File: config.mk
export PLATFORM = sky130hd
export DESIGN_NAME = mio_bus_unit_flat
export DESIGN_NICKNAME = d
export VERILOG_FILES = /design/src/rtl/mio_pkg.sv /design/src/rtl/mio_bus_unit_if.sv /design/src/rtl/mio_lane_fmt.sv /design/src/rtl/mio_bus_unit.sv /design/src/flat_wrapper.sv
export SDC_FILE = /design/constraint.sdc
export NUM_CORES = 1
export LEC_CHECK = 0
export ABC_AREA = 1
export ABC_CLOCK_PERIOD_IN_PS = 2500
export CAP_MARGIN = 10
export CORE_MARGIN = 2
export CORE_UTILIZATION = 41
export CTS_BUF_LIST = sky130_fd_sc_hd__clkbuf_16
export DETAILED_ROUTE_END_ITERATION = 6
export HOLD_SLACK_MARGIN = 0.12
export PLACE_DENSITY = 0.74
export SLEW_MARGIN = 20
export SYNTH_ARGS = -nofsm -noshare
export SYNTH_HDL_FRONTEND = slang
export SYNTH_SLANG_ARGS = --single-unit
File: constraint.sdc
create_clock -name clk -period 2.5 [get_ports clk]
set_input_delay 0.5 -clock clk [delete_from_list [all_inputs] [get_ports clk]]
set_output_delay 0.5 -clock clk [all_outputs]
set_load 0.1 [all_outputs]
File: src/rtl/mio_pkg.sv
// mio_pkg: shared RAMCtrl codes, FSM states and lane helpers for the memory/IO bus unit.
package mio_pkg;
  typedef enum logic [2:0] {
    RC_FULL   = 3'd0,
    RC_FULLX  = 3'd1,
    RC_HALF   = 3'd2,
    RC_HALFX  = 3'd3,
    RC_HALFU  = 3'd4,
    RC_HALFUX = 3'd5
  } ram_ctrl_e;
  typedef enum logic [1:0] {
    S_IDLE = 2'd0,
    S_REQ  = 2'd1,
    S_DONE = 2'd2
  } state_e;
  function automatic logic [31:0] bswap32(input logic [31:0] w);
    return {w[7:0], w[15:8], w[23:16], w[31:24]};
  endfunction
  function automatic logic legal(input logic [2:0] m, input logic [1:0] a);
    return (m <= RC_FULLX) ? (a == 2'b00) : (m <= RC_HALFUX) ? !a[0] : 1'b0;
  endfunction
endpackage

File: src/rtl/mio_bus_unit_if.sv
// mio_bus_unit_if: RAM/peripheral bus handshake between the bus unit (master) and memory (slave).
interface mio_bus_unit_if;
  logic        req;
  logic        we;
  logic [31:0] addr;
  logic [3:0]  be;
  logic [31:0] wdata;
  logic [31:0] rdata;
  logic        ack;
  modport master(output req, we, addr, be, wdata, input rdata, ack);
  modport slave(input req, we, addr, be, wdata, output rdata, ack);
endinterface

File: src/rtl/mio_lane_fmt.sv
// mio_lane_fmt: byte-enable and write-lane generation plus read extraction/extension.
module mio_lane_fmt import mio_pkg::*; (
  input  logic [2:0]  mode,
  input  logic        a1,
  input  logic [31:0] wdata,
  input  logic [31:0] bus_rdata,
  output logic [3:0]  be,
  output logic [31:0] wlane,
  output logic [31:0] rfmt
);
  logic        full, swap, sext;
  logic [15:0] h, hs, ws;
  always_comb begin
    full  = (mode == RC_FULL) || (mode == RC_FULLX);
    swap  = (mode == RC_FULLX) || (mode == RC_HALFX) || (mode == RC_HALFUX);
    sext  = (mode == RC_HALF) || (mode == RC_HALFX);
    h     = a1 ? bus_rdata[31:16] : bus_rdata[15:0];
    hs    = swap ? {h[7:0], h[15:8]} : h;
    ws    = swap ? {wdata[7:0], wdata[15:8]} : wdata[15:0];
    be    = full ? 4'b1111 : a1 ? 4'b1100 : 4'b0011;
    wlane = full ? (swap ? bswap32(wdata) : wdata) : {ws, ws};
    rfmt  = full ? (swap ? bswap32(bus_rdata) : bus_rdata) : {{16{sext & hs[15]}}, hs};
  end
endmodule

File: src/rtl/mio_bus_unit.sv
// mio_bus_unit: one-access-per-request bus handshake FSM with timeout between controller and RAM/IO bus.
module mio_bus_unit import mio_pkg::*; #(
  parameter int unsigned TIMEOUT = 255
) (
  input  logic        clk,
  input  logic        rst,
  input  logic        cpu_mio,
  input  logic        mem_read,
  input  logic        mem_write,
  input  logic [2:0]  ram_ctrl,
  input  logic [31:0] addr,
  input  logic [31:0] wdata,
  output logic [31:0] rdata,
  output logic        mio_ready,
  output logic        addr_err,
  output logic        bus_err,
  mio_bus_unit_if.master bus
);
  localparam int CW = $clog2(TIMEOUT + 2);
  state_e      state_q, state_d;
  logic [CW-1:0] cnt_q, cnt_d;
  logic [2:0]  mode_q, mode_d;
  logic        a1_q, a1_d, rd_q, rd_d, we_q, we_d, aerr_q, aerr_d, berr_q, berr_d;
  logic [31:0] baddr_q, baddr_d, bwd_q, bwd_d, rdata_q, rdata_d;
  logic [3:0]  be_q, be_d;
  logic [2:0]  fmt_mode;
  logic        fmt_a1;
  logic [3:0]  f_be;
  logic [31:0] f_wdata, f_rdata;
  // Formatter sees live request fields in IDLE and the latched access while waiting for ack.
  assign fmt_mode = (state_q == S_IDLE) ? ram_ctrl : mode_q;
  assign fmt_a1   = (state_q == S_IDLE) ? addr[1] : a1_q;
  mio_lane_fmt u_fmt (
    .mode(fmt_mode), .a1(fmt_a1), .wdata(wdata), .bus_rdata(bus.rdata),
    .be(f_be), .wlane(f_wdata), .rfmt(f_rdata)
  );
  always_comb begin
    state_d = state_q;
    cnt_d   = cnt_q;
    mode_d  = mode_q;
    a1_d    = a1_q;
    rd_d    = rd_q;
    we_d    = we_q;
    aerr_d  = aerr_q;
    berr_d  = berr_q;
    baddr_d = baddr_q;
    bwd_d   = bwd_q;
    be_d    = be_q;
    rdata_d = rdata_q;
    case (state_q)
      S_IDLE: if (cpu_mio && (mem_read || mem_write)) begin
        aerr_d = !legal(ram_ctrl, addr[1:0]);
        berr_d = 1'b0;
        rd_d   = mem_read && !mem_write;
        if (aerr_d) begin
          state_d = S_DONE;
          rdata_d = rd_d ? '0 : rdata_q;
        end else begin
          state_d = S_REQ;
          cnt_d   = '0;
          mode_d  = ram_ctrl;
          a1_d    = addr[1];
          baddr_d = {addr[31:2], 2'b00};
          be_d    = f_be;
          we_d    = mem_write;
          bwd_d   = f_wdata;
        end
      end
      S_REQ: if (bus.ack) begin
        state_d = S_DONE;
        rdata_d = rd_q ? f_rdata : rdata_q;
      end else if (cnt_q == CW'(TIMEOUT)) begin
        state_d = S_DONE;
        berr_d  = 1'b1;
        rdata_d = rd_q ? '0 : rdata_q;
      end else begin
        cnt_d = cnt_q + 1'b1;
      end
      default: state_d = S_IDLE;
    endcase
  end
  always_ff @(posedge clk or negedge rst) begin
    if (!rst) begin
      state_q <= S_IDLE;
      cnt_q   <= '0;
      mode_q  <= '0;
      a1_q    <= 1'b0;
      rd_q    <= 1'b0;
      we_q    <= 1'b0;
      aerr_q  <= 1'b0;
      berr_q  <= 1'b0;
      baddr_q <= '0;
      bwd_q   <= '0;
      be_q    <= '0;
      rdata_q <= '0;
    end else begin
      state_q <= state_d;
      cnt_q   <= cnt_d;
      mode_q  <= mode_d;
      a1_q    <= a1_d;
      rd_q    <= rd_d;
      we_q    <= we_d;
      aerr_q  <= aerr_d;
      berr_q  <= berr_d;
      baddr_q <= baddr_d;
      bwd_q   <= bwd_d;
      be_q    <= be_d;
      rdata_q <= rdata_d;
    end
  end
  assign bus.req   = (state_q == S_REQ);
  assign bus.we    = we_q;
  assign bus.addr  = baddr_q;
  assign bus.be    = be_q;
  assign bus.wdata = bwd_q;
  assign mio_ready = (state_q == S_DONE);
  assign addr_err  = aerr_q;
  assign bus_err   = berr_q;
  assign rdata     = rdata_q;
endmodule

File: src/flat_wrapper.sv
// flat-port wrapper written by rule: the top's interface ports become plain ports
module mio_bus_unit_flat import mio_pkg::*;
#(
  parameter int unsigned TIMEOUT = 255
)
  (clk, rst, cpu_mio, mem_read, mem_write, ram_ctrl, addr, wdata, rdata, mio_ready, addr_err, bus_err, bus_req, bus_we, bus_addr, bus_be, bus_wdata, bus_rdata, bus_ack);
  mio_bus_unit_if bus_i ();
  input  logic clk;
  input  logic rst;
  input  logic cpu_mio;
  input  logic mem_read;
  input  logic mem_write;
  input  logic [2:0] ram_ctrl;
  input  logic [31:0] addr;
  input  logic [31:0] wdata;
  output logic [31:0] rdata;
  output logic mio_ready;
  output logic addr_err;
  output logic bus_err;
  output wire logic [$bits(bus_i.req)-1:0] bus_req;
  output wire logic [$bits(bus_i.we)-1:0] bus_we;
  output wire logic [$bits(bus_i.addr)-1:0] bus_addr;
  output wire logic [$bits(bus_i.be)-1:0] bus_be;
  output wire logic [$bits(bus_i.wdata)-1:0] bus_wdata;
  input wire logic [$bits(bus_i.rdata)-1:0] bus_rdata;
  input wire logic [$bits(bus_i.ack)-1:0] bus_ack;
  assign bus_req = bus_i.req;
  assign bus_we = bus_i.we;
  assign bus_addr = bus_i.addr;
  assign bus_be = bus_i.be;
  assign bus_wdata = bus_i.wdata;
  assign bus_i.rdata = bus_rdata;
  assign bus_i.ack = bus_ack;
  mio_bus_unit #(.TIMEOUT(TIMEOUT)) u_core (.clk(clk), .rst(rst), .cpu_mio(cpu_mio), .mem_read(mem_read), .mem_write(mem_write), .ram_ctrl(ram_ctrl), .addr(addr), .wdata(wdata), .rdata(rdata), .mio_ready(mio_ready), .addr_err(addr_err), .bus_err(bus_err), .bus(bus_i));
endmodule
==> results_dict.tcl <==
set metrics [dict create \
    post-route-period-util 0.889 \
    clk_path_buf_depth 2 \
    maxSlewViolCount 0 \
    syn_to_final_growth_pct 43.4 \
    syn-instance-count 990 \
    cp_cell_sequence "ha_1 > nand4_1 > nor3_1 > ha_1 > nor3_2 > nor2_1 > nand3_2 > nor2_4 > buf_4 > nand3_1 > nand2_1" \
    die_x_um 130 \
    critPathMaxStageDelay_ns 0.35 \
    synthFlopType "dfrtp_1" \
    critPathLaunchType "register" \
    num_io_pins 210 \
    setup_violations 0 \
    crit_buf_inv 1 \
    cp_max_fo 13 \
    synth-edff-count 0 \
    fp.dieArea_um2 17000 \
    drt-initial-drc-count 463 \
    clock_sinks 115 \
    status "completed" \
    async_flop_share 1.00 \
    drtAntennaViolNets 0 \
    syn_area_per_cell_um2 6.60 \
    overflow 0 \
    crit_top_cell "ha_1" \
    routed_via_density 4.92 \
    gp_congestion 0.864 \
    hold_viol 0 \
    path_clk_slew_ns 0.06 \
    rows 46 \
    final_layout_size_suffix_gt1_frac 0.166 \
    antenna_found_initial 0 \
    dp_slack_ns -0.263 \
    cap_violations 0 \
    crit_arrival_ns 2.57 \
    cp_num_cells 11 \
    n_antenna_cell 0 \
    wl_mm 20.3 \
    ff2ff_setup_slack_ns 0.28 \
    seq_area_frac_synth 0.441 \
    port_buffers 207 \
    synth_area_um2 6530 \
    ys_top_cells_by_area "dfrtp_1, nand2_1, nand3_1, inv_1, buf_2" \
    fin_nets 1313 \
    rr_worst_depth 11 \
    core_um2 15700 \
    min_path_type "in2async" \
    worstPathRequired_ns 2.85 \
    fmax_ghz 0.450 \
    finalCriticalPeriod_ns 2.22 \
    r2r-start "u_core.cnt_q[0]" \
    cts-root-buf "clkbuf_16" \
    rsz0062_at_grt "no" \
    cpLargestDelayFamily "simple AND/OR/NAND/NOR gates" \
    wl_per_cell_um 14.1 \
    cts_tree "yes" \
    yosys-top-cells-count "nand2_1, dfrtp_1, nand3_1" \
    first_pass_iters 5 \
    drc 0 \
    synth_top_area_share 0.441 \
    die_h_um 130 \
    crit_type "reg2reg" \
    worst_pin_slew_ns 0.645 \
    fin_worst_skew_ns 0.00805 \
    htreeDepth 4 \
    grt_use_total 0.247 \
    fill_cells 1477 \
    cp-end-kind "register" \
    regArea_um2 2880 \
    start_util 0.416 \
    dpl.hpwl_mm 14.1 \
    r2r_end "u_core.rdata[11]" \
    cts_hold_buf 0 \
    yosysMostFrequentCell "nand2_1" \
    grt_pass1_vias 6714 \
    grt_pass1_wl_mm 32.8 \
    grt_max_degree 63 \
    synth_largest_area_cell "dfrtp_1" \
    multiInputGateArea_um2 3250 \
    cts_buffers 17 \
    clk_latency_ns 0.42 \
    relSlewSlack 0.570 \
    synth_cell_types 28 \
    cpMaxStageDelayCell "dfrtp_1" \
    whs_ns 0.101 \
    ys_ff_latch 115 \
    vias 7060 \
    yosysWarnings 0 \
    setup_ws_ns 0.278 \
]
-- sequential cells by signal, indices dropped and copies added, names as in the netlist --
name / flops
u_core.bus.wdata: 32
u_core.rdata: 32
u_core.bus.addr: 30
u_core.cnt_q: 9
u_core.mode_q: 3
u_core.bus.be: 2
u_core.state_q: 2
u_core.a1_q: 1
u_core.addr_err: 1
u_core.bus.we: 1
u_core.bus_err: 1
u_core.rd_q: 1
-- timing repair --
action,4_1_cts,5_1_grt
pin swaps,0,1
endpoints found under the hold margin,0,0
setup endpoints to repair,13,13
gates cloned,0,1
setup buffers,0,4
gates resized for setup,1,2
-- through the flow --
stage,cells,area (um^2),util,TNS [ns]
floorplan,991,6540,-,0
global placement,1398,8750,0.557,-2.62
detailed placement,1398,8750,0.557,-3.10
finish,1435,9370,0.596,0
CTS,1430,9320,0.593,0
global route,1435,9370,0.596,0
-- area by class of cell --
class / count / area share
clock buffers: 17 / 0.0454
clock inverters: 15 / 0.0148
inverters: 38 / 0.0152
multi-input cells: 782 / 0.347
flip-flops and latches: 115 / 0.307
well taps: 216 / 0.0288
repair buffers: 252 / 0.241
-- worst reg2reg max path: cells and delay by family, from the launching register on --
| kind | cells | cell delay (ns) |
|---|---|---|
| adder cells (fa/ha/maj) | 2 | 0.39 |
| AND/OR/NAND/NOR | 8 | 1.19 |
| flip-flops | 1 | 0.35 |
| buffers and inverters | 1 | 0.24 |
-- cell families (layout without fill, tap and decap cells) --
family                   Yosys count  in the layout  share of synthesized area
other                              1              2                   0.000574
buffers and inverters             95            322                     0.0672
flip-flops                       115            115                      0.441
adder cells (fa/ha/maj)            2              2                    0.00383
AND/OR/NAND/NOR                  732            733                      0.448
AO/OA/AOI/OAI                     42             42                     0.0356
XOR/XNOR                           3              3                    0.00402
-- worst max path at each step --
stage	startpoint	to
after floorplan	u_core.state_q[1]	mio_ready
after global placement	mem_read	u_core.rdata[18]
after detailed placement	mem_read	u_core.rdata[18]
after CTS	u_core.cnt_q[0]	u_core.rdata[11]
after global routing	u_core.cnt_q[0]	u_core.rdata[21]
final	u_core.cnt_q[0]	u_core.rdata[11]
-- per-layer routing --
layer | up-vias | global-route usage | routed length (um)
met5 | - | 0 | 0
met4 | 0 | 0.0961 | 423
met3 | 25 | 0.0668 | 1590
met2 | 248 | 0.405 | 9740
met1 | 3283 | 0.313 | 8550
li1 | 3504 | - | -
-- layout by cell type (no fill, tap or decap), types with 9 or more instances in the layout --
cell	count
nand3_1	102
o21ai_0	11
nand2_1	597
clkdlybuf4s50_1	103
clkbuf_16	17
buf_12	9
nor2_1	15
dfrtp_1	115
a21oi_1	23
buf_4	140
inv_1	33
Power is left out: the tool's default activity adds up to more than one toggle a clock period on the data nets, which glitch-free logic cannot reach.
